$ cat config.mk
export PLATFORM = sky130hd
export DESIGN_NAME = multdiv
export DESIGN_NICKNAME = d
export VERILOG_FILES = /design/src/rtl/multdiv_pkg.sv /design/src/rtl/multdiv_booth_recode.sv /design/src/rtl/multdiv.sv
export SDC_FILE = /design/constraint.sdc
export NUM_CORES = 1
export LEC_CHECK = 0
export BUFFER_PORTS_ARGS = -buffer_cell sky130_fd_sc_hd__buf_2
export CAP_MARGIN = 20
export CORE_UTILIZATION = 47
export CTS_CLUSTER_SIZE = 30
export DETAILED_ROUTE_END_ITERATION = 8
export PLACE_DENSITY = 0.67
export SKIP_LAST_GASP = 1
export SYNTH_ARGS = -nofsm -noshare
export SYNTH_HDL_FRONTEND = slang
export SYNTH_HIERARCHICAL = 1
export SYNTH_SLANG_ARGS = --single-unit
$ cat constraint.sdc
create_clock -name clock -period 7.3 [get_ports clock]
set_clock_uncertainty 0.05 [all_clocks]
set_input_delay 0.73 -clock clock [delete_from_list [all_inputs] [get_ports clock]]
set_output_delay 0.73 -clock clock [all_outputs]
set_load 0.02 [all_outputs]
$ cat src/rtl/multdiv_pkg.sv
// Shared widths, FSM state encoding and radix-4 Booth recode constants
// for the iterative multiply/divide unit.
package multdiv_pkg;

    localparam int WORD_W    = 32;
    localparam int PP_W      = WORD_W + 2;
    localparam int ACC_W     = PP_W + WORD_W;
    localparam int CNT_W     = 6;
    localparam int MUL_ITERS = 16;
    localparam int DIV_ITERS = 32;

    typedef enum logic [2:0] {
        IDLE,
        MUL,
        DIV,
        FIX,
        DONE
    } state_e;

    typedef enum logic [2:0] {
        ZERO,
        PA,
        P2A,
        NA,
        N2A
    } booth_e;

    // Window is {b[2i+1], b[2i], b[2i-1]}.
    function automatic booth_e booth_code(input logic [2:0] win);
        case (win)
            3'b001, 3'b010: return PA;
            3'b011:         return P2A;
            3'b100:         return N2A;
            3'b101, 3'b110: return NA;
            default:        return ZERO;
        endcase
    endfunction

endpackage

$ cat src/rtl/multdiv_booth_recode.sv
// Combinational radix-4 Booth partial-product generator: maps a 3-bit
// multiplier window to 0, +/-A or +/-2A, sign-extended to PP_W bits.
module booth_recode
    import multdiv_pkg::*;
(
    input  logic [2:0]        win_i,
    input  logic [WORD_W-1:0] a_i,
    output logic [PP_W-1:0]   pp_o
);

    logic [PP_W-1:0] a_ext;
    assign a_ext = {{(PP_W-WORD_W){a_i[WORD_W-1]}}, a_i};

    always_comb begin
        pp_o = '0;
        case (booth_code(win_i))
            PA:      pp_o = a_ext;
            P2A:     pp_o = a_ext << 1;
            NA:      pp_o = -a_ext;
            N2A:     pp_o = -(a_ext << 1);
            default: pp_o = '0;
        endcase
    end

endmodule

$ cat src/rtl/multdiv.sv
// Iterative signed 32-bit multiply (radix-4 Booth, 16 steps) and divide
// (restoring on magnitudes, 32 steps) with a one-cycle fix-up stage.
module multdiv
    import multdiv_pkg::*;
(
    input  logic              clock,
    input  logic              reset,
    input  logic              ctrl_MULT,
    input  logic              ctrl_DIV,
    input  logic [WORD_W-1:0] data_operandA,
    input  logic [WORD_W-1:0] data_operandB,
    output logic [WORD_W-1:0] data_result,
    output logic              data_exception,
    output logic              data_resultRDY,
    output logic              busy
);

    state_e              state_q;
    logic [CNT_W-1:0]    cnt_q;
    logic [ACC_W-1:0]    acc_q;
    logic                qm1_q;
    logic [WORD_W-1:0]   mcand_q;
    logic [WORD_W-1:0]   dvs_q;
    logic                neg_q;
    logic                dz_q;
    logic                op_mul_q;
    logic [WORD_W-1:0]   result_q;
    logic                exc_q;
    logic                rdy_q;
    logic                busy_q;

    // acc_q holds {hi, lo}: product high/low for multiply,
    // {remainder, quotient} for divide.
    logic [PP_W-1:0]   hi;
    logic [WORD_W-1:0] lo;
    assign hi = acc_q[ACC_W-1:WORD_W];
    assign lo = acc_q[WORD_W-1:0];

    logic [PP_W-1:0] pp;
    booth_recode u_booth (
        .win_i ({lo[1:0], qm1_q}),
        .a_i   (mcand_q),
        .pp_o  (pp)
    );

    logic [PP_W-1:0]  mul_sum;
    logic [ACC_W-1:0] mul_next;
    assign mul_sum  = hi + pp;
    assign mul_next = {{2{mul_sum[PP_W-1]}}, mul_sum, lo[WORD_W-1:2]};

    logic [WORD_W:0]   rem_sh;
    logic [PP_W-1:0]   div_diff;
    logic [ACC_W-1:0]  div_next;
    assign rem_sh   = {hi[WORD_W-1:0], lo[WORD_W-1]};
    assign div_diff = {1'b0, rem_sh} - {2'b00, dvs_q};
    assign div_next = div_diff[PP_W-1]
                    ? {1'b0, rem_sh,              lo[WORD_W-2:0], 1'b0}
                    : {1'b0, div_diff[WORD_W:0],  lo[WORD_W-2:0], 1'b1};

    logic [WORD_W-1:0] a_mag, b_mag;
    assign a_mag = data_operandA[WORD_W-1] ? -data_operandA : data_operandA;
    assign b_mag = data_operandB[WORD_W-1] ? -data_operandB : data_operandB;

    logic mul_ovf;
    assign mul_ovf = hi[WORD_W-1:0] != {WORD_W{lo[WORD_W-1]}};

    always_ff @(posedge clock or posedge reset) begin
        if (reset) begin
            state_q  <= IDLE;
            cnt_q    <= '0;
            acc_q    <= '0;
            qm1_q    <= 1'b0;
            mcand_q  <= '0;
            dvs_q    <= '0;
            neg_q    <= 1'b0;
            dz_q     <= 1'b0;
            op_mul_q <= 1'b0;
            result_q <= '0;
            exc_q    <= 1'b0;
            rdy_q    <= 1'b0;
            busy_q   <= 1'b0;
        end else begin
            rdy_q <= 1'b0;
            case (state_q)
                IDLE, DONE: begin
                    state_q <= IDLE;
                    if (ctrl_MULT) begin
                        state_q  <= MUL;
                        busy_q   <= 1'b1;
                        cnt_q    <= '0;
                        acc_q    <= {{PP_W{1'b0}}, data_operandB};
                        qm1_q    <= 1'b0;
                        mcand_q  <= data_operandA;
                        op_mul_q <= 1'b1;
                    end else if (ctrl_DIV) begin
                        state_q  <= DIV;
                        busy_q   <= 1'b1;
                        cnt_q    <= '0;
                        acc_q    <= {{PP_W{1'b0}}, a_mag};
                        dvs_q    <= b_mag;
                        neg_q    <= data_operandA[WORD_W-1] ^ data_operandB[WORD_W-1];
                        dz_q     <= data_operandB == '0;
                        op_mul_q <= 1'b0;
                    end
                end
                MUL: begin
                    acc_q <= mul_next;
                    qm1_q <= lo[1];
                    cnt_q <= cnt_q + 1'b1;
                    if (cnt_q == CNT_W'(MUL_ITERS - 1))
                        state_q <= FIX;
                end
                DIV: begin
                    acc_q <= div_next;
                    cnt_q <= cnt_q + 1'b1;
                    if (cnt_q == CNT_W'(DIV_ITERS - 1))
                        state_q <= FIX;
                end
                FIX: begin
                    state_q <= DONE;
                    busy_q  <= 1'b0;
                    rdy_q   <= 1'b1;
                    if (op_mul_q) begin
                        result_q <= lo;
                        exc_q    <= mul_ovf;
                    end else if (dz_q) begin
                        result_q <= '0;
                        exc_q    <= 1'b1;
                    end else begin
                        // Negating the magnitude of 0x80000000 wraps to itself.
                        result_q <= neg_q ? -lo : lo;
                        exc_q    <= 1'b0;
                    end
                end
                default: begin
                    state_q <= IDLE;
                    busy_q  <= 1'b0;
                end
            endcase
        end
    end

    assign data_result    = result_q;
    assign data_exception = exc_q;
    assign data_resultRDY = rdy_q;
    assign busy           = busy_q;

endmodule

==> metrics.md, run 1 <==
| Metric | Value |
|---|---|
| Compound-cell area share of the yosys netlist | 25.4% |
| Dpl cells | 2,338 |
| Footprint of the multi-input gates | 10,200 um^2 |
| Reg clk slew, reported paths | 80 ps |
| TritonCTS Sinks | 178 |
| Final antenna-violating net count | 0 |
| CTS tree | built |
| Syn_nets | 2,036 |
| Die area | 33,400 um^2 |
| Storage cell area | 4450 um^2 |
| WP data arrival | 5480 ps |
| Netlist cell types | 99 |
| Cell area after layout | 16,700 um^2 |
| Slowest CP cell | nand4_1 |
| Most frequent cells in the layout | 219 x nand2_1, 187 x o21ai_0, 178 x dfrtp_1 |
| Fin. Hold Viols | 0 |
| DRT iter0 DRCs | 1,586 |
| Hold Path Class | in2async |
| 1st-pass router iterations | 6 |
| Setup_tns | 0 ps |
| Syn Std Cell Area | 15,400 um^2 |
| Post-Synth Adder-Cell Area | 5.96% |
| Max Cap Viol | 0 |
| Number of I/O port buffers | 102 |
| Area of the core | 31,900 um^2 |
| Number of synthesized flops with an enable pin | 0 |
| Initial antenna violation count | 1 |
| H-tree depth | 4 |
| Worst setup path class | reg2reg |
| Post_cts resized | 0 |
| Via count | 14,813 |
| Top cells by area, synth | dfrtp_1 29%, o21ai_0 6.1%, xor2_1 5.9% |
| Setup violators final | 0 |
| Yosys reg bits | 178 |
| WP data required | 7570 ps |
| Clock Path Buffers | 2 |
| Ys async rst share | 100% |
| Hold Buf Count CTS | 0 |
| Layout cell share with drive strength beyond 1 | 12.5% |
| Routed WL per cell | 21.1 um |
| CP Launch Type | flip-flop |
| Final Util | 52.4% |
| Finished Layout Cells | 2,371 |
| Main combinational cell family by area after synthesis | compound AO/OA/AOI/OAI gates |
| P&R area growth vs syn | 8.73% |
| Worst-path fanout max | 15 |
| Io pins | 103 |
| Post-CTS Setup Inserts | 0 |
| Post-Synth XOR/XNOR Area | 10.4% |
| Std cell rows | 65 |
| Vias per cell | 6.25 |
| Dominant synthesized flop cell | dfrtp_1 |
| Worst slew pin tran | 1110 ps |
| First-pass GRT wire length | 79,100 um |
| Die H | 183 um |
| Clk_lat worst skew | 450 ps |
| Tcrit/Tclk final | 71.4% |
| Critical path capture point type | flip-flop |
| HPWL after detailed placement | 38,700 um |
| Seq/Total Area, Yosys | 29.0% |
| Top cell type's share of synthesized area | 29.0% |
| Post-Synth Simple-Gate Area | 20.1% |
| WL final | 50,000 um |
| # nets final | 2,062 |
| CP max stage delay | 670 ps |
| Post-synthesis mux area share | 4.40% |
| Area of placed instances | 16,100 um^2 |
| Total GRT Usage | 30.6% |
| Top cell by count, worst path | o21ai_0 |
| Delay-heaviest family, CP | simple AND/OR/NAND/NOR gates |
| CTS Buf Count | 17 |
| Max Fclk | 192 MHz |
| Largest net degree at the start of global routing | 75 |
| Overflow after GRT | 0 |
| Worst path buffer plus inverter count | 1 |
| Die width | 183 um |
| Mapped Cells | 1,896 |
| Initial core utilization | 48.2% |
| FF-to-FF setup slack | 2080 ps |
| Yosys top cell by area | dfrtp_1 |
| Synth warn | 6 |
| RSZ-0062 raised after global routing | false |
| Root buffer cell | clkbuf_16 |
| Placer Congestion | 0.946 |
| Slew HR | 26.1% |
| DRC | 0 |
| Most common cell after layout, fill and taps aside | nand2_1 |
| Fill cells | 3,154 |
| Status | finished, final reports clean |
| Vias in the first global route | 13,620 |
| Slew Viols, Final | 0 |
| Crit-path cells | inv_1 -> ha_1 -> nor4b_2 -> nand4_1 -> or3b_1 -> nand2_1 -> xor2_1 -> o21ai_0 -> ha_1 -> nand2_1 -> o21ai_0 -> o21ai_0 -> a31oi_1 -> o21bai_1 -> o21ai_0 -> xnor2_1 -> a22oi_1 -> o21ai_0 |
| Mean Syn Cell Area | 8.10 um^2 |
| Min cycle time layout | 5220 ps |
==> layout make-up <==
| class | count | share of cell area, % |
|---|---|---|
| Tap cell | 435 | 3.26 |
| Clock buffer | 18 | 2.63 |
| Multi-Input combinational cell | 1538 | 61.1 |
| Timing Repair Buffer | 117 | 3.73 |
| Sequential cell | 178 | 26.7 |
| Antenna cell | 1 | 0.0150 |
| Clock inverter | 14 | 0.982 |
| Inverter | 70 | 1.60 |
==> registers in the layout, indices dropped and copies added (netlist names), 3 cells and up <==
signal       cells
acc_q           66
data_result     32
dvs_q           32
mcand_q         32
cnt_q            6
state_q          3
==> metrics by stage <==
stage	setup slack [ps]	hold slack (ps)
global placement	2330	410
finish	2080	363
CTS	2220	385
global route	1650	423
floorplan	1690	400
detailed placement	2290	416
==> Yosys cell counts (all sizes together) (35+ instances only) <==
cell type / n
nand2: 222
o21ai: 195
dfrtp: 178
nor2: 154
a21oi: 131
xor2: 104
clkbuf: 91
xnor2: 79
ha: 70
inv: 70
nor3: 39
nand3: 38
mux2: 36
a22oi: 35
==> path summary, 6_finish.rpt <==
path | start | endpoint | cells past startpoint
min in group clock | data_result[11]$_DFFE_PP0P_ | data_result[11]$_DFFE_PP0P_ | 2
max | mcand_q[0]$_DFFE_PP0P_ | acc_q[61]$_DFFE_PP0P_ | 18
max in group asynchronous | reset | data_result[0]$_DFFE_PP0P_ | 3
max reg2reg | mcand_q[0]$_DFFE_PP0P_ | acc_q[61]$_DFFE_PP0P_ | 18
min reg2reg | data_result[11]$_DFFE_PP0P_ | data_result[11]$_DFFE_PP0P_ | 2
min | reset | dvs_q[7]$_DFFE_PP0P_ | 2
==> per-layer routing <==
metal,track usage (%),wire length [um],vias up
met1,44.9,22900,7169
li1,-,-,6983
met5,0,0,-
met3,4.43,3790,71
met2,45.0,21400,590
met4,12.0,1850,0
==> logic make-up after synthesis <==
group                    count (synthesis)
AND/OR/NAND/NOR                        620
AO/OA/AOI/OAI                          600
XOR/XNOR                               183
buffers and inverters                  180
flip-flops                             178
adder cells (fa/ha/maj)                 72
multiplexers                            63
Power of run 1 is not shown: default switching activity piles up to over one toggle a cycle in this logic, so the estimate is an artifact.
==> run 2: changes to the inputs <==
Clock period 7.3 ns to 5.1 ns, I/O delays scaled along.
==> metrics.md, run 2 (same netlist as run 1, synthesis figures left out) <==
| Metric | Value |
|---|---|
| Status | finished, final reports clean |
| Clock Path Buffers | 2 (unchanged) |
| TritonCTS Sinks | 178 (unchanged) |
| RSZ-0062 raised after global routing | false |
| Root buffer cell | clkbuf_16 |
| WP data arrival | 4850 ps (-630 ps) |
| Min cycle time layout | 4590 ps (-623 ps) |
| WL final | 50,100 um (+0.22%) |
| Worst-path fanout max | 8 (-7) |
| WP data required | 5360 ps (-2210 ps) |
| Most frequent cells in the layout | 219 x nand2_1, 187 x o21ai_0, 178 x dfrtp_1 |
| CP Launch Type | flip-flop |
| Critical path capture point type | flip-flop |
| H-tree depth | 4 (unchanged) |
| Final antenna-violating net count | 0 (unchanged) |
| Slew HR | 26.1% (+0.067 points) |
| DRC | 0 (unchanged) |
| Reg clk slew, reported paths | 80 ps (about the same) |
| Tcrit/Tclk final | 90.0% (+19 points) |
| Setup_tns | 0 ps (unchanged) |
| DRT iter0 DRCs | 1,367 (-14%) |
| Max reg flops | 66 (unchanged) |
| Die H | 183 um (unchanged) |
| Slew Viols, Final | 0 (unchanged) |
| Most common cell after layout, fill and taps aside | nand2_1 |
| Total GRT Usage | 30.4% (-0.18 points) |
| Slowest CP cell | or3b_1 |
| HPWL after detailed placement | 38,400 um (-0.81%) |
| CTS tree | built |
| Top reg by flops | acc_q |
| Initial antenna violation count | 4 (+3) |
| P&R area growth vs syn | 9.35% |
| Vias in the first global route | 13,552 (-0.50%) |
| Worst setup path class | reg2reg |
| Overflow after GRT | 0 (unchanged) |
| Die width | 183 um (unchanged) |
| Worst slew pin tran | 1110 ps (+1.67 ps) |
| Largest net degree at the start of global routing | 179 (+140%) |
| Setup violators final | 0 (unchanged) |
| Layout cell share with drive strength beyond 1 | 13.0% (+0.58 points) |
| Die area | 33,400 um^2 (unchanged) |
| Footprint of the multi-input gates | 10,200 um^2 (about the same) |
| Vias per cell | 6.21 (-0.54%) |
| Number of I/O port buffers | 102 (unchanged) |
| Fill cells | 3,101 (-1.7%) |
| Area of the core | 31,900 um^2 (unchanged) |
| Storage cell area | 4450 um^2 (unchanged) |
| Routed WL per cell | 21.0 um (-0.37%) |
| CTS Buf Count | 17 (unchanged) |
| Io pins | 103 (unchanged) |
| CP max stage delay | 510 ps (-160 ps) |
| Max Cap Viol | 0 (unchanged) |
| Initial core utilization | 48.2% (unchanged) |
| Clk_lat worst skew | 450 ps (about the same) |
| Crit-path cells | inv_1 -> ha_1 -> nor4b_4 -> nand4_1 -> or3b_1 -> a221o_1 -> ha_1 -> and2_1 -> a22oi_1 -> nand2b_1 -> a21o_1 -> a311oi_1 -> o21ai_0 -> nand4_1 -> mux2i_1 -> o211ai_1 |
| 1st-pass router iterations | 6 (unchanged) |
| Max Fclk | 218 MHz (+14%) |
| Via count | 14,820 (+0.047%) |
| # nets final | 2,075 (+0.63%) |
| Fin. Hold Viols | 0 (unchanged) |
| Hold Path Class | in2async |
| Placer Congestion | 0.923 (-2.4%) |
| First-pass GRT wire length | 78,500 um (-0.86%) |
| Std cell rows | 65 (unchanged) |
[run 2: changes by cell type in the layout (fill, tap and decap cells not counted), sizes merged]
cell / before / now
diode: 1 / 2
buf: 117 / 130
[run 2: final timing paths]
path / from / end / slack, ps / cells past startpoint
worst min-delay path: reset / dvs_q[15]$_DFFE_PP0P_ / 230 / 3
max in group asynchronous: reset / acc_q[59]$_DFFE_PP0P_ / 3890 / 3
worst max register to register: mcand_q[0]$_DFFE_PP0P_ / acc_q[62]$_DFFE_PP0P_ / 510 / 16
worst min register to register: data_result[24]$_DFFE_PP0P_ / data_result[24]$_DFFE_PP0P_ / 430 / 2
worst max-delay path: mcand_q[0]$_DFFE_PP0P_ / acc_q[62]$_DFFE_PP0P_ / 510 / 16
min in group clock: data_operandA[15] / mcand_q[15]$_DFFE_PP0P_ / 320 / 2
[run 2: timing repair]
item / CTS / global route
endpoints found under the setup margin: 0 / 5
gates resized for setup: 0 / 1
hold buffers: 0 / 0
buffers inserted: 0 / 0
[run 2: area by class of cell]
type	instances	area share, %
clock buffers	18	2.62
flip-flops and latches	178	26.5
inverters	70	1.59
well taps	435	3.24
repair buffers	130	4.37
clock inverters	14	0.835
multi-input cells	1538	60.8
diodes	2	0.0298
[run 2: critical path: cells and delay by family, from the launching register on]
kind,cells,cell delay [ps]
AND/OR/NAND/NOR,6,1680
AO/OA/AOI/OAI,6,1440
multiplexers,1,200
adder cells (fa/ha/maj),2,570
buffers and inverters,1,90
flip-flops,1,410
[run 2: through the flow]
stage               instances  util, %  cell area (um^2)  setup slack (ps)  hold WS (ps)
finish                   2385     52.7             16800               508           228
global route             2384     52.7             16800              92.6           314
detailed placement       2351     50.8             16200               471           415
global placement         2351     50.8             16200               593           411
floorplan                1896        -             15400              1060           400
CTS                      2383     52.6             16800               438           303
[run 2: layer usage]
metal,GRT usage [%],vias up,share of wire [%]
li1,-,7027,-
met1,43.1,7074,44
met2,46.0,616,44
met3,5.92,101,8.4
met4,10.7,2,3.7
met5,0,-,0.024
Power of run 2 is left out for the same reason.
